$ cat config.mk
export PLATFORM = sky130hd
export DESIGN_NAME = panel_led_rx
export DESIGN_NICKNAME = d
export VERILOG_FILES = /design/src/rtl/panel_proto_pkg.sv /design/src/rtl/rx_strobe.sv /design/src/rtl/panel_led_rx.sv
export SDC_FILE = /design/constraint.sdc
export NUM_CORES = 1
export LEC_CHECK = 0
export ABC_AREA = 1
export BUFFER_PORTS_ARGS = -buffer_cell sky130_fd_sc_hd__buf_4
export CAP_MARGIN = 5
export CORE_ASPECT_RATIO = 0.6
export CORE_UTILIZATION = 50
export DETAILED_ROUTE_END_ITERATION = 6
export GPL_TIMING_DRIVEN = 1
export PLACE_DENSITY = 0.71
export SLEW_MARGIN = 10
export SYNTH_ARGS = -nofsm -noshare
export SYNTH_HDL_FRONTEND = slang
export SYNTH_SLANG_ARGS = --single-unit
$ cat constraint.sdc
create_clock -name clk_sys -period 4 [get_ports clk_sys]
set_input_delay 0.4 -clock clk_sys [delete_from_list [all_inputs] [get_ports clk_sys]]
set_output_delay 0.4 -clock clk_sys [all_outputs]
set_load 0.02 [all_outputs]
$ cat src/rtl/panel_proto_pkg.sv
// Indicator-frame protocol constants shared by the panel UART transmitter and receiver.
// Byte fields, frame type code and receiver state encoding live here so both ends agree.
package panel_proto_pkg;

  localparam int START_BIT = 7;
  localparam logic [2:0] FT_LED = 3'b001;
  localparam int FRAME_LEN = 5;

  // B0: {start, type[2:0], rotary[3:0]}
  localparam int TYPE_MSB = 6;
  localparam int TYPE_LSB = 4;
  localparam int ROT_MSB = 3;
  localparam int ROT_LSB = 0;
  // B1..B3 carry 7 payload bits each; B3 splits into w tail and upper lamps
  localparam int PAY_MSB = 6;
  localparam int W_TAIL_MSB = 6;
  localparam int W_TAIL_LSB = 5;
  localparam int IND_HI_MSB = 4;
  localparam int IND_HI_LSB = 0;
  // B4: {0, ind[4:0], trailer[1:0]}
  localparam int IND_LO_MSB = 6;
  localparam int IND_LO_LSB = 2;
  localparam int TRAIL_MSB = 1;
  localparam int TRAIL_LSB = 0;

  localparam logic [2:0] LAST_IDX = 3'(FRAME_LEN - 1);

  typedef enum logic {
    ST_IDLE    = 1'b0,
    ST_COLLECT = 1'b1
  } rx_state_e;

  function automatic logic [7:0] err_cnt_inc(input logic [7:0] cnt);
    return (cnt == 8'hFF) ? cnt : cnt + 8'd1;
  endfunction

endpackage

$ cat src/rtl/rx_strobe.sv
// Falling-edge detector on the UART busy flag; byte_stb marks the cycle a received byte is valid.
module rx_strobe (
  input  logic clk_sys,
  input  logic rst,
  input  logic rx_busy,
  output logic byte_stb
);

  logic rx_busy_d_r;

  // Delayed copy of rx_busy for edge detection
  always_ff @(posedge clk_sys) begin
    if (rst) begin
      rx_busy_d_r <= 1'b0;
    end else begin
      rx_busy_d_r <= rx_busy;
    end
  end

  assign byte_stb = rx_busy_d_r & ~rx_busy;

endmodule

$ cat src/rtl/panel_led_rx.sv
// Panel-side receiver: reassembles 5-byte LED frames into W, lamp and rotary registers,
// flagging framing errors, bad types and inter-byte stalls with a saturating error count.
module panel_led_rx
  import panel_proto_pkg::*;
#(
  parameter int CLK_SYS_HZ = 50_000_000,
  parameter int TIMEOUT_US = 2000
) (
  input  logic        clk_sys,
  input  logic        rst,
  input  logic [7:0]  rx_byte,
  input  logic        rx_busy,
  output logic [0:15] w,
  output logic [9:0]  indicators,
  output logic [3:0]  rotary_pos,
  output logic        frame_valid,
  output logic        frame_err,
  output logic [7:0]  err_cnt
);

  localparam int TIMEOUT_CYC = CLK_SYS_HZ / 1_000_000 * TIMEOUT_US;
  localparam int GAP_W = (TIMEOUT_CYC > 1) ? $clog2(TIMEOUT_CYC) : 1;

  rx_state_e        state_r;
  logic [2:0]       idx_r;
  logic [GAP_W-1:0] gap_r;
  logic [3:0]       rot_sh_r;
  logic [0:15]      w_sh_r;
  logic [4:0]       ind_hi_sh_r;

  logic byte_stb_s;
  logic is_start_s;
  logic type_ok_s;
  logic trailer_ok_s;
  logic timeout_s;
  logic err_s;
  logic commit_s;

  rx_strobe u_rx_strobe (
    .clk_sys  (clk_sys),
    .rst      (rst),
    .rx_busy  (rx_busy),
    .byte_stb (byte_stb_s)
  );

  assign is_start_s   = rx_byte[START_BIT];
  assign type_ok_s    = (rx_byte[TYPE_MSB:TYPE_LSB] == FT_LED);
  assign trailer_ok_s = (rx_byte[TRAIL_MSB:TRAIL_LSB] == 2'b00);
  // A byte arriving in the timeout cycle wins, so the stall is only seen without a strobe
  assign timeout_s    = (state_r == ST_COLLECT) && !byte_stb_s &&
                        (gap_r == GAP_W'(TIMEOUT_CYC - 1));

  // Classify the current cycle: at most one error pulse, even for an aborting bad start
  always_comb begin
    err_s    = 1'b0;
    commit_s = 1'b0;
    if (byte_stb_s) begin
      if (is_start_s) begin
        err_s = (state_r == ST_COLLECT) || !type_ok_s;
      end else if (state_r == ST_IDLE) begin
        err_s = 1'b1;
      end else if (idx_r == LAST_IDX) begin
        commit_s = trailer_ok_s;
        err_s    = !trailer_ok_s;
      end else begin
        err_s = 1'b0;
      end
    end else begin
      err_s = timeout_s;
    end
  end

  // Frame FSM, shadow capture, gap counter and registered outputs
  always_ff @(posedge clk_sys) begin
    if (rst) begin
      state_r     <= ST_IDLE;
      idx_r       <= 3'd0;
      gap_r       <= '0;
      rot_sh_r    <= 4'd0;
      w_sh_r      <= 16'd0;
      ind_hi_sh_r <= 5'd0;
      w           <= 16'd0;
      indicators  <= 10'd0;
      rotary_pos  <= 4'd0;
      frame_valid <= 1'b0;
      frame_err   <= 1'b0;
      err_cnt     <= 8'd0;
    end else begin
      frame_valid <= commit_s;
      frame_err   <= err_s;
      err_cnt     <= err_s ? err_cnt_inc(err_cnt) : err_cnt;

      if (byte_stb_s) begin
        gap_r <= '0;
        if (is_start_s && type_ok_s) begin
          state_r     <= ST_COLLECT;
          idx_r       <= 3'd1;
          rot_sh_r    <= rx_byte[ROT_MSB:ROT_LSB];
          w_sh_r      <= 16'd0;
          ind_hi_sh_r <= 5'd0;
        end else if (is_start_s) begin
          state_r     <= ST_IDLE;
          idx_r       <= 3'd0;
          rot_sh_r    <= 4'd0;
          w_sh_r      <= 16'd0;
          ind_hi_sh_r <= 5'd0;
        end else if (state_r == ST_IDLE) begin
          state_r <= ST_IDLE;
        end else if (idx_r == LAST_IDX) begin
          if (commit_s) begin
            w          <= w_sh_r;
            indicators <= {ind_hi_sh_r, rx_byte[IND_LO_MSB:IND_LO_LSB]};
            rotary_pos <= rot_sh_r;
          end
          state_r     <= ST_IDLE;
          idx_r       <= 3'd0;
          rot_sh_r    <= 4'd0;
          w_sh_r      <= 16'd0;
          ind_hi_sh_r <= 5'd0;
        end else begin
          case (idx_r)
            3'd1: w_sh_r[0:6]  <= rx_byte[PAY_MSB:0];
            3'd2: w_sh_r[7:13] <= rx_byte[PAY_MSB:0];
            3'd3: begin
              w_sh_r[14:15] <= rx_byte[W_TAIL_MSB:W_TAIL_LSB];
              ind_hi_sh_r   <= rx_byte[IND_HI_MSB:IND_HI_LSB];
            end
            default: w_sh_r <= w_sh_r;
          endcase
          idx_r <= idx_r + 3'd1;
        end
      end else if (timeout_s) begin
        state_r     <= ST_IDLE;
        idx_r       <= 3'd0;
        gap_r       <= '0;
        rot_sh_r    <= 4'd0;
        w_sh_r      <= 16'd0;
        ind_hi_sh_r <= 5'd0;
      end else if (state_r == ST_COLLECT) begin
        gap_r <= gap_r + GAP_W'(1);
      end else begin
        gap_r <= gap_r;
      end
    end
  end

endmodule

After elaboration in Yosys (flattened, before gate mapping)
Index checks and enable logic that the tools add are counted.
- register bits after elaboration: 87
- input port bits: 11
- output and inout bits: 40
- logic and storage cells: 94
- $add $sub $neg: 3
- equality and inequality tests: 12
- mux-type cells: 42
- bitwise gates (word level): 5
- reduce and logical (&&, ||, !) cells: 17
- operators with widths (cell ; count):
    $mux W16 ; 6
    $mux W5 ; 7
    $mux W4 ; 6
    $mux W3 ; 6
    $add A17 B1 Y17 const B ; 1
    $eq A17 B17 Y1 const B ; 1
    $ne A5 B2 Y1 const B ; 3
    $mux W1 ; 14
    $mux W7 ; 2
    $reduce_and A3 Y1 ; 4
    $add A8 B1 Y8 const B ; 1
    $eq A8 B8 Y1 const B ; 1
    $eq A3 B1 Y1 const B ; 2
    $eq A3 B2 Y1 const B ; 2
    $reduce_and A6 Y1 ; 1
    $ne A4 B2 Y1 const B ; 1
    $ne A4 B3 Y1 const B ; 1
    $not A1 Y1 ; 4
    $reduce_and A2 Y1 ; 2
    $add A3 B1 Y3 const B ; 1
    $eq A3 B3 Y1 const B ; 1
    $logic_and A1 B1 Y1 ; 3
    $logic_not A1 Y1 ; 3
    $reduce_or A3 Y1 ; 1
    other kinds (5) ; 5

Depth between registers and ports, before layout
Gate-level depths: netlist (run 1).
- depth after elaboration: 7
- depth in mapped cells: 11
- gate-level depth less buffers: 11

Cells and area by module
Synthesis (run 1) repeated with hierarchy kept, for this count alone.
- cell total of the unflattened synthesis: 491
- area total of the unflattened synthesis: 3743.6 um^2
- modules (own cells, without submodules) (module ; instances ; cells an instance ; area an instance (um^2) ; seq. area each (um^2)):
    panel_led_rx ; 1 ; 486 ; 3706.1 ; 1721.7
    rx_strobe ; 1 ; 5 ; 37.5 ; 20.0

Worst setup path before layout (run 1)
OpenSTA, ideal clock, no wires.
- path kind: register -> register
- from: register err_cnt[0]
- to: register err_cnt[6]
- library setup time: 70 ps
- data arrival time: 1529 ps
- data required time: 3930 ps
- setup slack: 2400 ps
- cell stages (with the launch flop): 8
- buffers on the path: 0
- clock period less this slack: 1600 ps
- cell sequence: dfxtp_1 -> ha_1 -> nand2_1 -> inv_1 -> nand4_1 -> nand2_1 -> nand2_1 -> a21oi_1
- cells in the longest elaborated chain, start to end: 3
- RTL lines (element ; RTL line ; text):
    from (decl) ; panel_led_rx.sv:18 ; output logic [7:0] err_cnt
    from (signal assigned) ; panel_led_rx.sv:91 ; err_cnt <= err_s ? err_cnt_inc(err_cnt) : err_cnt;
    parallel branches: the longest is 3 deep, another holds $add A8 B1 Y8 ; n/a ;
Several ways; the timed one is not identified.
A chain may end at the register's enable or synchronous reset.

Worst setup path after layout (run 1)
- from: register idx_r[0]
- to: register indicators[4]
- cells in the longest elaborated chain, start to end: 6
- RTL lines (element ; RTL line ; text):
    from (decl) ; panel_led_rx.sv:25 ; logic [2:0] idx_r;
    from (signal assigned) ; panel_led_rx.sv:130 ; idx_r <= idx_r + 3'd1;
    $eq A3 B3 Y1 (*) ; panel_led_rx.sv:62, panel_led_rx.sv:109 ;
    $mux W1 ; panel_led_rx.sv:62 ; end else if (idx_r == LAST_IDX) begin
    $mux W1 ; panel_led_rx.sv:60 ; end else if (state_r == ST_IDLE) begin
    $mux W1 ; panel_led_rx.sv:58 ; if (is_start_s) begin
    $mux W1 ; panel_led_rx.sv:57 ; if (byte_stb_s) begin
    $reduce_and A6 Y1 (no source line) (*) ; n/a ;
    to (signal assigned) ; panel_led_rx.sv:112 ; indicators <= {ind_hi_sh_r, rx_byte[IND_LO_MSB:IND_LO_LSB]};
    to (decl) ; panel_led_rx.sv:14 ; output logic [9:0] indicators,
Mark *: on every way between the ends. The rest lies on a longest branch, timed or not.

==> flow_summary.toml, run 1 <==
[run_status]
outcome = "completed"

[power]
p_sw_mw = 0.380
vdd_ir_drop_max_v = 0.000258
power-per-cell-area_mw_per_mm2 = 385
sequentialPowerShare_pct = 51.4
clockPowerShare_pct = 44.0
p_sw_share_pct = 22.3
cellLeakagePower_nw = 1.78
intPower_mw = 1.32
power_frac_comb_pct = 4.6

[detailed_routing]
vias_per_cell = 5.03
ant_nets = 0
wl_per_cell_um = 12.8
totalWireLength_um = 8360
drt_iter0_drc = 280
vias = 3296
drtPass1Iterations = 4
drc = 0

[place]
pre_cts_ws_ns = 1.36
hpwl_um = 5830
globalplace.congestion = 0.895
numPortBuffers = 50
dpl_cell_area_mm2 = 0.00417

[timing]
rsz0062_at_grt = "false"
finClkSkew_ns = 0.00438
fin_crit_sh_pct = 66.2
worst_slack_ns = 1.35
setup_violations = 0
max-slew-margin-rel_pct = 41.5
post-route-min-period_ns = 2.65
drv_slew = 0
hold_violations = 0
worst_pin_slew_ns = 0.872
tns_ns = 0
fmax_ghz = 0.378

[synthesis]
netlist_instances = 503
synth_top_area_cell = "dfxtp_1"
mappedNetlistArea_mm2 = 0.00377
syn_avg_cell_area_um2 = 7.49
yosys-top-cells-area = "dfxtp_1 46%, nor2_1 9.4%, nand2_1 9.1%, a21oi_1 6.5%, nand3_1 5.6%"
synth-seq-cells = 87
ys_warn_count = 0
yosysUniqueCellTypes = 29
ys_seq_area_share_pct = 46.2
syn_nets = 521
synth_top_area_share_pct = 46.2

[clocking]
post_cts_buffers = 0
cts.sinks = 87
hold_buffers = 0
cts_tree = "yes"
clk_pin_slew_worst_paths_ns = 0.06
cts-htree-levels = 3
cts_resized = 0
cts_buffers = 9
root_buffer = "clkbuf_16"
clockBufferDepth = 2
insertion_delay_ns = 0.33

[layout]
fill_cells = 678
diodes = 0
layout_common_cells = "94 x nor2_1, 91 x nand2_1, 87 x dfxtp_1"
syn_to_final_growth_pct = 17.6
nNetsFinal = 565
postLayoutCellArea_mm2 = 0.00443
drive_gt1_share_pct = 16.5
final_common_cell = "nor2_1"

[floorplan]
start_util_pct = 51.8
die-area_mm2 = 0.00789
num_io_pins = 51
die_width_um = 114
rows = 24
coreArea_mm2 = 0.00727
die_h_um = 69.2

[worst_setup_path]
cp_max_fo = 35
worst_setup_path_start_kind = "register"
crit_required_ns = 4.20
critPathKind = "register to register"
endpoint_kind = "register"
crit_arrival_ns = 2.84

[worst_hold_path]
worstHoldPathType = "primary input to register"

[job]
max_cap_viol_count = 0

[global_routing]
antenna_found_initial = 0
grt_max_degree = 38
grt_overflow = 0
grt_pass1_wl_um = 14100
grt_pass1_vias = 3014
grt_use_total_pct = 22.7
-- worst max-delay path, cell delays in order, from the launching register on --
cell	delay, ns
dfxtp_1	0.39
inv_1	0.08
ha_1	0.19
nand2_1	0.10
nor2_1	0.06
nand2_2	0.33
clkinv_1	0.81
o21ai_0	0.45
a21oi_1	0.07
-- Yosys cell counts --
cell type / instances
a21oi_1: 49
a21oi_2: 2
buf_2: 1
buf_4: 3
buf_6: 4
clkbuf_1: 9
clkinv_1: 1
dfxtp_1: 87
ha_1: 7
inv_1: 31
inv_2: 6
nand2_1: 91
nand2_2: 6
nand2_4: 3
nand3_1: 42
nand3_2: 2
nand3b_1: 1
nand4_1: 2
nor2_1: 94
nor2_2: 3
nor2_4: 1
nor2_8: 2
nor3_1: 4
nor4_1: 1
o21ai_0: 33
or2_0: 2
or2_2: 2
xnor2_1: 5
xor2_1: 9
-- layout make-up --
type | instances | area [um^2] | area share, %
clock buffers | 11 | 243 | 5.48
flip-flops and latches | 87 | 1740 | 39.3
clock inverters | 4 | 22.5 | 0.508
well taps | 104 | 130 | 2.94
inverters | 38 | 143 | 3.22
repair buffers | 50 | 375 | 8.47
multi-input cells | 361 | 1780 | 40.1
-- per-stage QoR --
step / instances / hold WS [ns] / total power, mW / utilization (%)
3_3_place_gp: 640 / 0.447 / 0.971 / 57.3
2_1_floorplan: 503 / 0.437 / 0.950 / -
3_5_place_dp: 640 / 0.450 / 0.973 / 57.3
6_report: 655 / 0.336 / 1.70 / 61.0
5_1_grt: 655 / 0.345 / 1.77 / 61.0
4_1_cts: 655 / 0.331 / 1.72 / 61.0
-- flip-flops by register name, summed over array words and instances (netlist names) --
| register | flops |
|---|---|
| w_sh_r | 16 |
| indicators | 10 |
| err_cnt | 8 |
| u_rx_strobe.rx_busy_d_r | 1 |
| frame_valid | 1 |
| w | 16 |
| frame_err | 1 |
| rot_sh_r | 4 |
| idx_r | 3 |
| ind_hi_sh_r | 5 |
| rotary_pos | 4 |
| state_r | 1 |
| gap_r | 17 |
-- worst paths after layout --
path                   from              to  slack [ns]  depth (start not counted)
max                idx_r[0]   indicators[4]        1.35                          8
min              rx_byte[2]   indicators[0]        0.34                          3
max reg2reg        idx_r[0]   indicators[4]        1.35                          8
min reg2reg  ind_hi_sh_r[3]  ind_hi_sh_r[3]        0.46                          2
-- power groups by stage --
stage	Sequential, mW	Clock [mW]	Combinational (mW)
after global placement	0.895	0	0.0763
after detailed placement	0.895	0	0.0775
after floorplan	0.894	0	0.0555
after CTS	0.876	0.769	0.0780
after global routing	0.876	0.802	0.0874
final	0.876	0.750	0.0783
-- cell families (layout without fill, tap and decap cells) --
group	Yosys count	count (layout)	synth area share (%)
compound gates	84	84	11.4
xor+xnor	14	14	3.26
fa+ha+maj	7	7	2.33
buf+inv	55	103	6.61
flops	87	87	46.2
simple gates	256	256	30.2
-- per-layer routing --
| layer | global-route usage [%] | share of wire, % | up-vias |
|---|---|---|---|
| li1 | - | - | 1711 |
| met1 | 32.6 | 52 | 1507 |
| met2 | 33.4 | 43 | 74 |
| met3 | 5.68 | 4.5 | 4 |
| met4 | 7.50 | 0.50 | 0 |
| met5 | 0 | 0 | - |
No activity file was read; power rests on OpenSTA's default activity.
==> run 2: changes to the inputs <==
--- a/config.mk
+++ b/config.mk
@@ -5,7 +5,7 @@
 export SDC_FILE = /design/constraint.sdc
 export NUM_CORES = 1
 export LEC_CHECK = 0
-export ABC_AREA = 1
+export ABC_AREA = 0
 export BUFFER_PORTS_ARGS = -buffer_cell sky130_fd_sc_hd__buf_4
 export CAP_MARGIN = 5
 export CORE_ASPECT_RATIO = 0.6
==> constraint.sdc (replaced) <==
create_clock -name clk_sys -period 2.6 [get_ports clk_sys]
set_input_delay 0.26 -clock clk_sys [delete_from_list [all_inputs] [get_ports clk_sys]]
set_output_delay 0.26 -clock clk_sys [all_outputs]
set_load 0.02 [all_outputs]
==> run 2 against run 1 <==
Effect of this change: the flow now finishes with violations (DRC); final cell count decreased by 20%; count of clock-buffer cells in the layout fell by 1; non-clock buffer count up 6; setup slack got worse by 0.82 ns; register-to-register slack worse by 0.82 ns; sequential power up 53%; flip-flop and latch count did not move; synthesized area shrank 4.8%; combinational power is 23% higher; first-iteration DRC count down 30%; die area is 4.6% lower; clock skew grew 0.0022 ns; largest power group unchanged.
==> flow_summary.toml, run 2 <==
[global_routing]
grt_max_degree = 40
grt_pass1_wl_um = 13100
grt.busiest_layer = "met2"
grt_use_total_pct = 23.0
global_route.usage.met1_pct = 32.3
grt_overflow = 0
antenna_found_initial = 0
use_met2_pct = 34.0
use_met3_pct = 6.10
grt_pass1_vias = 2542

[timing]
max-slew-margin-rel_pct = 50.4
hold_violations = 0
worst_pin_slew_ns = 0.737
fin_crit_sh_pct = 79.6
hold_slack_ns = 0.170
post-route-min-period_ns = 2.07
tns_ns = 0
setup_violations = 0
fmax_ghz = 0.483
rsz0062_at_grt = "false"
finClkSkew_ns = 0.00654
drv_slew = 0

[worst_setup_path]
critPathKind = "register to register"
endpoint_kind = "register"
reg2reg_to = "err_cnt[5]"
critPathSlowestCell = "dfxtp_1"
crit_required_ns = 2.82
reg2reg_from = "idx_r[0]"
crit_arrival_ns = 2.29
worst_setup_path_start_kind = "register"
cp_cell_sequence = "inv_1 > ha_1 > o211ai_1 > a221oi_4 > a21oi_2 > nor4_4 > mux2_1"
cp_max_fo = 13
reg2regPathDepth = 7
max_stage_delay_ns = 0.34
r2r_setup_slack_ns = 0.53

[floorplan]
start_util_pct = 52.8
num_io_pins = 51
coreArea_mm2 = 0.00679
die_width_um = 111
die-area_mm2 = 0.00753
rows = 23
die_h_um = 67.6

[synthesis]
synth_top_area_share_pct = 48.6
synth-edff-count = 0
synth-async-reset-ratio_pct = 0
mappedNetlistArea_mm2 = 0.00359
ys_top_cells_by_count = "87 x dfxtp_1, 71 x nand2_1, 39 x a21oi_1"
netlist_instances = 386
ys_seq_area_share_pct = 48.6
synthFlopType = "dfxtp_1"
synth_top_area_cell = "dfxtp_1"
ys_warn_count = 0
yosysUniqueCellTypes = 52
synth-seq-cells = 87
syn_nets = 404
yosys-top-cells-area = "dfxtp_1 49%, nand2_1 7.4%, a21oi_1 5.4%, a32o_1 3.9%, nor2_1 3.0%"
synth_most_common_cell = "dfxtp_1"
syn_avg_cell_area_um2 = 9.29

[run_status]
outcome = "finished, violations left"
violations = "DRC"

[layout]
diodes = 0
regArea_mm2 = 0.00174
fill_cells = 574
largest_reg_flops = 17
multiInputGateArea_mm2 = 0.00172
layout_common_cells = "87 x dfxtp_1, 71 x nand2_1, 56 x buf_4"
reg_top3 = "gap_r (17), w (16), w_sh_r (16)"
nNetsFinal = 451
regMostFlops = "gap_r"
syn_to_final_growth_pct = 20.2
drive_gt1_share_pct = 20.1
final_common_cell = "dfxtp_1"

[clocking]
clockBufferDepth = 2
cts_buffers = 9
root_buffer = "clkbuf_16"
cts.sinks = 87
cts-htree-levels = 3
cts_tree = "yes"
post_cts_buffers = 0
insertion_delay_ns = 0.34
clk_pin_slew_worst_paths_ns = 0.06
hold_buffers = 0
cts_resized = 0

[detailed_routing]
vias_per_cell = 5.49
drt_iter0_drc = 195
drc = 12
totalWireLength_um = 8000
drtPass1Iterations = 6
wl_per_cell_um = 15.2
vias = 2882
ant_nets = 0

[place]
globalplace.congestion = 0.820
numPortBuffers = 50
hpwl_um = 5480

[worst_hold_path]
worstHoldPathType = "primary input to register"
hold_path_end = "ind_hi_sh_r[3]"
min_path_cells = 2
hold_start = "rx_byte[3]"

[job]
max_cap_viol_count = 0

[power]
vdd_ir_drop_max_v = 0.000308
cellLeakagePower_nw = 1.60
power-per-cell-area_mw_per_mm2 = 627
## run 2: cell count changes in the layout (fill, tap and decap cells not counted), moves of 6 or more
cell and change:
nor2_1 -65, nand3_1 -34, o21ai_0 -31, inv_1 -25, nand2_1 -20, a32o_1 +14
nor2b_1 +13, a21oi_1 -10, a22o_1 +10, buf_4 +6, inv_2 -6
## run 2: cell families (layout without fill, tap and decap cells)
| kind of cell | count (synthesis) | count (layout) | synth area share [%] |
|---|---|---|---|
| AND/OR/NAND/NOR | 161 | 161 | 23.4 |
| flip-flops | 87 | 87 | 48.6 |
| AO/OA/AOI/OAI | 84 | 84 | 16.7 |
| buffers and inverters | 26 | 78 | 3.52 |
| XOR/XNOR | 16 | 16 | 3.91 |
| adder cells (fa/ha/maj) | 7 | 7 | 2.44 |
| multiplexers | 5 | 5 | 1.43 |
## run 2: how the worst max path moves through the flow
stage | cells after the start | to | start
after CTS | 5 | w_sh_r[12] | gap_r[2]
final | 7 | err_cnt[5] | idx_r[0]
after detailed placement | 7 | err_cnt[5] | idx_r[0]
after global placement | 5 | w_sh_r[2] | gap_r[10]
after floorplan | 8 | err_cnt[5] | idx_r[0]
after global routing | 5 | w_sh_r[14] | gap_r[2]
## run 2: stage by stage
stage / utilization, % / cell area, um^2 / worst slack [ns] / instances / power (mW)
6_report: 63.5 / 4310 / 0.531 / 525 / 2.70
5_1_grt: 63.5 / 4310 / 0.309 / 525 / 2.79
4_1_cts: 63.5 / 4310 / 0.518 / 525 / 2.73
3_5_place_dp: 59.1 / 4010 / 0.550 / 509 / 1.46
3_3_place_gp: 59.1 / 4010 / 0.548 / 509 / 1.46
2_1_floorplan: - / 3590 / 0.688 / 386 / 1.42
## run 2: worst max-delay path: cells and delay by family (launching register included)
family	cells	cell delay (ns)
compound gates	3	0.66
buf+inv	1	0.11
mux	1	0.34
fa+ha+maj	1	0.20
simple gates	1	0.31
flops	1	0.34
## run 2: where the power goes
group	switching, mW	total, mW	leakage (nW)	internal [mW]
Clock	0.505	1.27	0.144	0.764
Combinational	0.0649	0.0960	0.760	0.0311
Sequential	0.00291	1.34	0.701	1.34
Total	0.573	2.70	1.60	2.13
## run 2: layout make-up
class | instances | share of cell area [%]
Timing Repair Buffer | 56 | 9.75
Multi-Input combinational cell | 273 | 39.9
Sequential cell | 87 | 40.4
Clock inverter | 6 | 1.39
Tap cell | 87 | 2.52
Inverter | 6 | 0.522
Clock buffer | 10 | 5.54
## run 2: metal layers
layer	vias to the layer above	wire, um
li1	1455	-
met1	1362	4160
met2	61	3370
met3	4	397
met4	0	65
met5	-	0
==> run 3: changes to the inputs <==
--- a/config.mk
+++ b/config.mk
@@ -5,14 +5,14 @@
 export SDC_FILE = /design/constraint.sdc
 export NUM_CORES = 1
 export LEC_CHECK = 0
-export ABC_AREA = 0
+export ABC_AREA = 1
 export BUFFER_PORTS_ARGS = -buffer_cell sky130_fd_sc_hd__buf_4
 export CAP_MARGIN = 5
 export CORE_ASPECT_RATIO = 0.6
 export CORE_UTILIZATION = 50
 export DETAILED_ROUTE_END_ITERATION = 6
 export GPL_TIMING_DRIVEN = 1
-export PLACE_DENSITY = 0.71
+export PLACE_DENSITY = 0.74
 export SLEW_MARGIN = 10
 export SYNTH_ARGS = -nofsm -noshare
 export SYNTH_HDL_FRONTEND = slang
==> constraint.sdc (replaced) <==
create_clock -name clk_sys -period 1.8 [get_ports clk_sys]
set_input_delay 0.18 -clock clk_sys [delete_from_list [all_inputs] [get_ports clk_sys]]
set_output_delay 0.18 -clock clk_sys [all_outputs]
set_load 0.02 [all_outputs]
==> run 3 against run 2 <==
Effect of this change: the run now ends clean; clock power rose by 57%; global-route usage rose by 0.78 points; wire length rose by 10%; hold slack got worse by 0.063 ns; sequential share of layout area fell by 3.1 points; largest power group is now clock; non-clock buffer count rose by 12; clock skew fell by 0.0020 ns; critical path depth rose by 1.
==> flow_summary.toml, run 3 (same netlist as run 1, synthesis figures left out) <==
[floorplan]
start_util_pct = 51.8
die_h_um = 69.2
die_width_um = 114
coreArea_mm2 = 0.00727
die-area_mm2 = 0.00789
rows = 24
num_io_pins = 51

[timing]
post-route-min-period_ns = 1.72
tns_ns = 0
rsz0062_at_grt = "true"
max-slew-margin-rel_pct = 73.5
hold_violations = 0
fin_crit_sh_pct = 95.4
setup_violations = 0
worst_pin_slew_ns = 0.397
fmax_ghz = 0.583
drv_slew = 0
finClkSkew_ns = 0.00450
hold_slack_ns = 0.107

[place]
globalplace.congestion = 0.883
hpwl_um = 6380
dpl_cell_area_mm2 = 0.00431
numPortBuffers = 50

[job]
max_cap_viol_count = 0

[clocking]
insertion_delay_ns = 0.34
cts_buffers = 9
cts-htree-levels = 3
clockBufferDepth = 2
root_buffer = "clkbuf_16"
cts.sinks = 87
clk_pin_slew_worst_paths_ns = 0.06
cts_tree = "yes"

[layout]
largest_reg_flops = 17
drive_gt1_share_pct = 20.7
reg_top3 = "gap_r (17), w (16), w_sh_r (16)"
diodes = 0
postLayoutCellArea_mm2 = 0.00468
syn_to_final_growth_pct = 24.2
regMostFlops = "gap_r"
nNetsFinal = 584
layout_common_cells = "91 x nor2_1, 89 x nand2_1, 86 x dfxtp_1"
final_common_cell = "nor2_1"

[detailed_routing]
totalWireLength_um = 8830
vias_per_cell = 5.08
ant_nets = 0
vias = 3429
wl_per_cell_um = 13.1
drt_iter0_drc = 228
drtPass1Iterations = 5
drc = 0

[global_routing]
antenna_found_initial = 0
grt_pass1_wl_um = 14700
grt_overflow = 0
grt_max_degree = 37
grt_use_total_pct = 23.8
grt_pass1_vias = 3096

[worst_setup_path]
crit_required_ns = 2.07
worst_setup_path_start_kind = "register"
endpoint_kind = "register"
critPathKind = "register to register"
crit_arrival_ns = 1.99
cp_max_fo = 6

[power]
vdd_ir_drop_max_v = 0.000474
power-per-cell-area_mw_per_mm2 = 884
cellLeakagePower_nw = 1.89

[worst_hold_path]
worstHoldPathType = "primary input to register"

[run_status]
outcome = "completed"
-- run 3: cell count changes in the layout (fill, tap and decap cells not counted), sizes merged, moves of 10 or more --
cell   before  now
a22o       10    0
o21ai       3   33
inv         6   38
a32o       14    0
nand3       8   44
nor2b      15    0
buf        56   68
nand2      72  101
nor2       30  100
-- run 3: repair_timing --
| item | CTS | global route |
|---|---|---|
| gates resized for setup | 0 | 8 |
| buffers inserted | 0 | 1 |
| hold buffers | 0 | 0 |
| endpoints found under the setup margin | 0 | 38 |
-- run 3: layer usage --
| metal | wire, um | GRT usage [%] | up-vias |
|---|---|---|---|
| li1 | - | - | 1748 |
| met1 | 4290 | 34.6 | 1552 |
| met2 | 3780 | 34.0 | 116 |
| met3 | 639 | 6.03 | 13 |
| met4 | 114 | 8.23 | 0 |
| met5 | 0 | 0 | - |
-- run 3: through the flow --
step	worst slack [ns]	instances	utilization (%)	total power, mW
after global placement	0.0923	657	59.2	2.17
after global routing	-0.0252	675	64.3	4.27
final	0.0834	675	64.3	4.13
after detailed placement	0.0784	657	59.2	2.18
after floorplan	0.200	503	-	2.11
after CTS	0.0360	673	63.7	4.16
-- run 3: worst max-delay path, stage by stage (launching register included) --
cell     delay (ns)
dfxtp_1        0.38
ha_1           0.20
nand3_1        0.15
nor2_2         0.17
nand3_4        0.17
nand2_2        0.19
buf_4          0.17
nand3_1        0.06
a21oi_1        0.15
-- run 3: layout make-up --
class / count / area [um^2]
fill: 622 / 2590
multi-input combinational: 362 / 1820
sequential: 87 / 1740
timing repair buffer: 68 / 523
clock buffer: 9 / 225
inverter: 38 / 143
tap: 104 / 130
clock inverter: 7 / 96.3
-- run 3: worst paths after layout --
| path | from | endpoint | slack [ns] | cells after the start |
|---|---|---|---|---|
| max | gap_r[0] | err_cnt[2] | 0.08 | 8 |
| min | rx_busy | u_rx_strobe.rx_busy_d_r | 0.11 | 3 |
| max reg2reg | gap_r[0] | err_cnt[2] | 0.08 | 8 |
| min reg2reg | w_sh_r[2] | w_sh_r[2] | 0.46 | 2 |
-- run 3: power breakdown --
part / switching (mW) / internal (mW)
sequential: 0.00902 / 1.93
combinational: 0.133 / 0.0650
clock: 0.774 / 1.22
total: 0.916 / 3.22
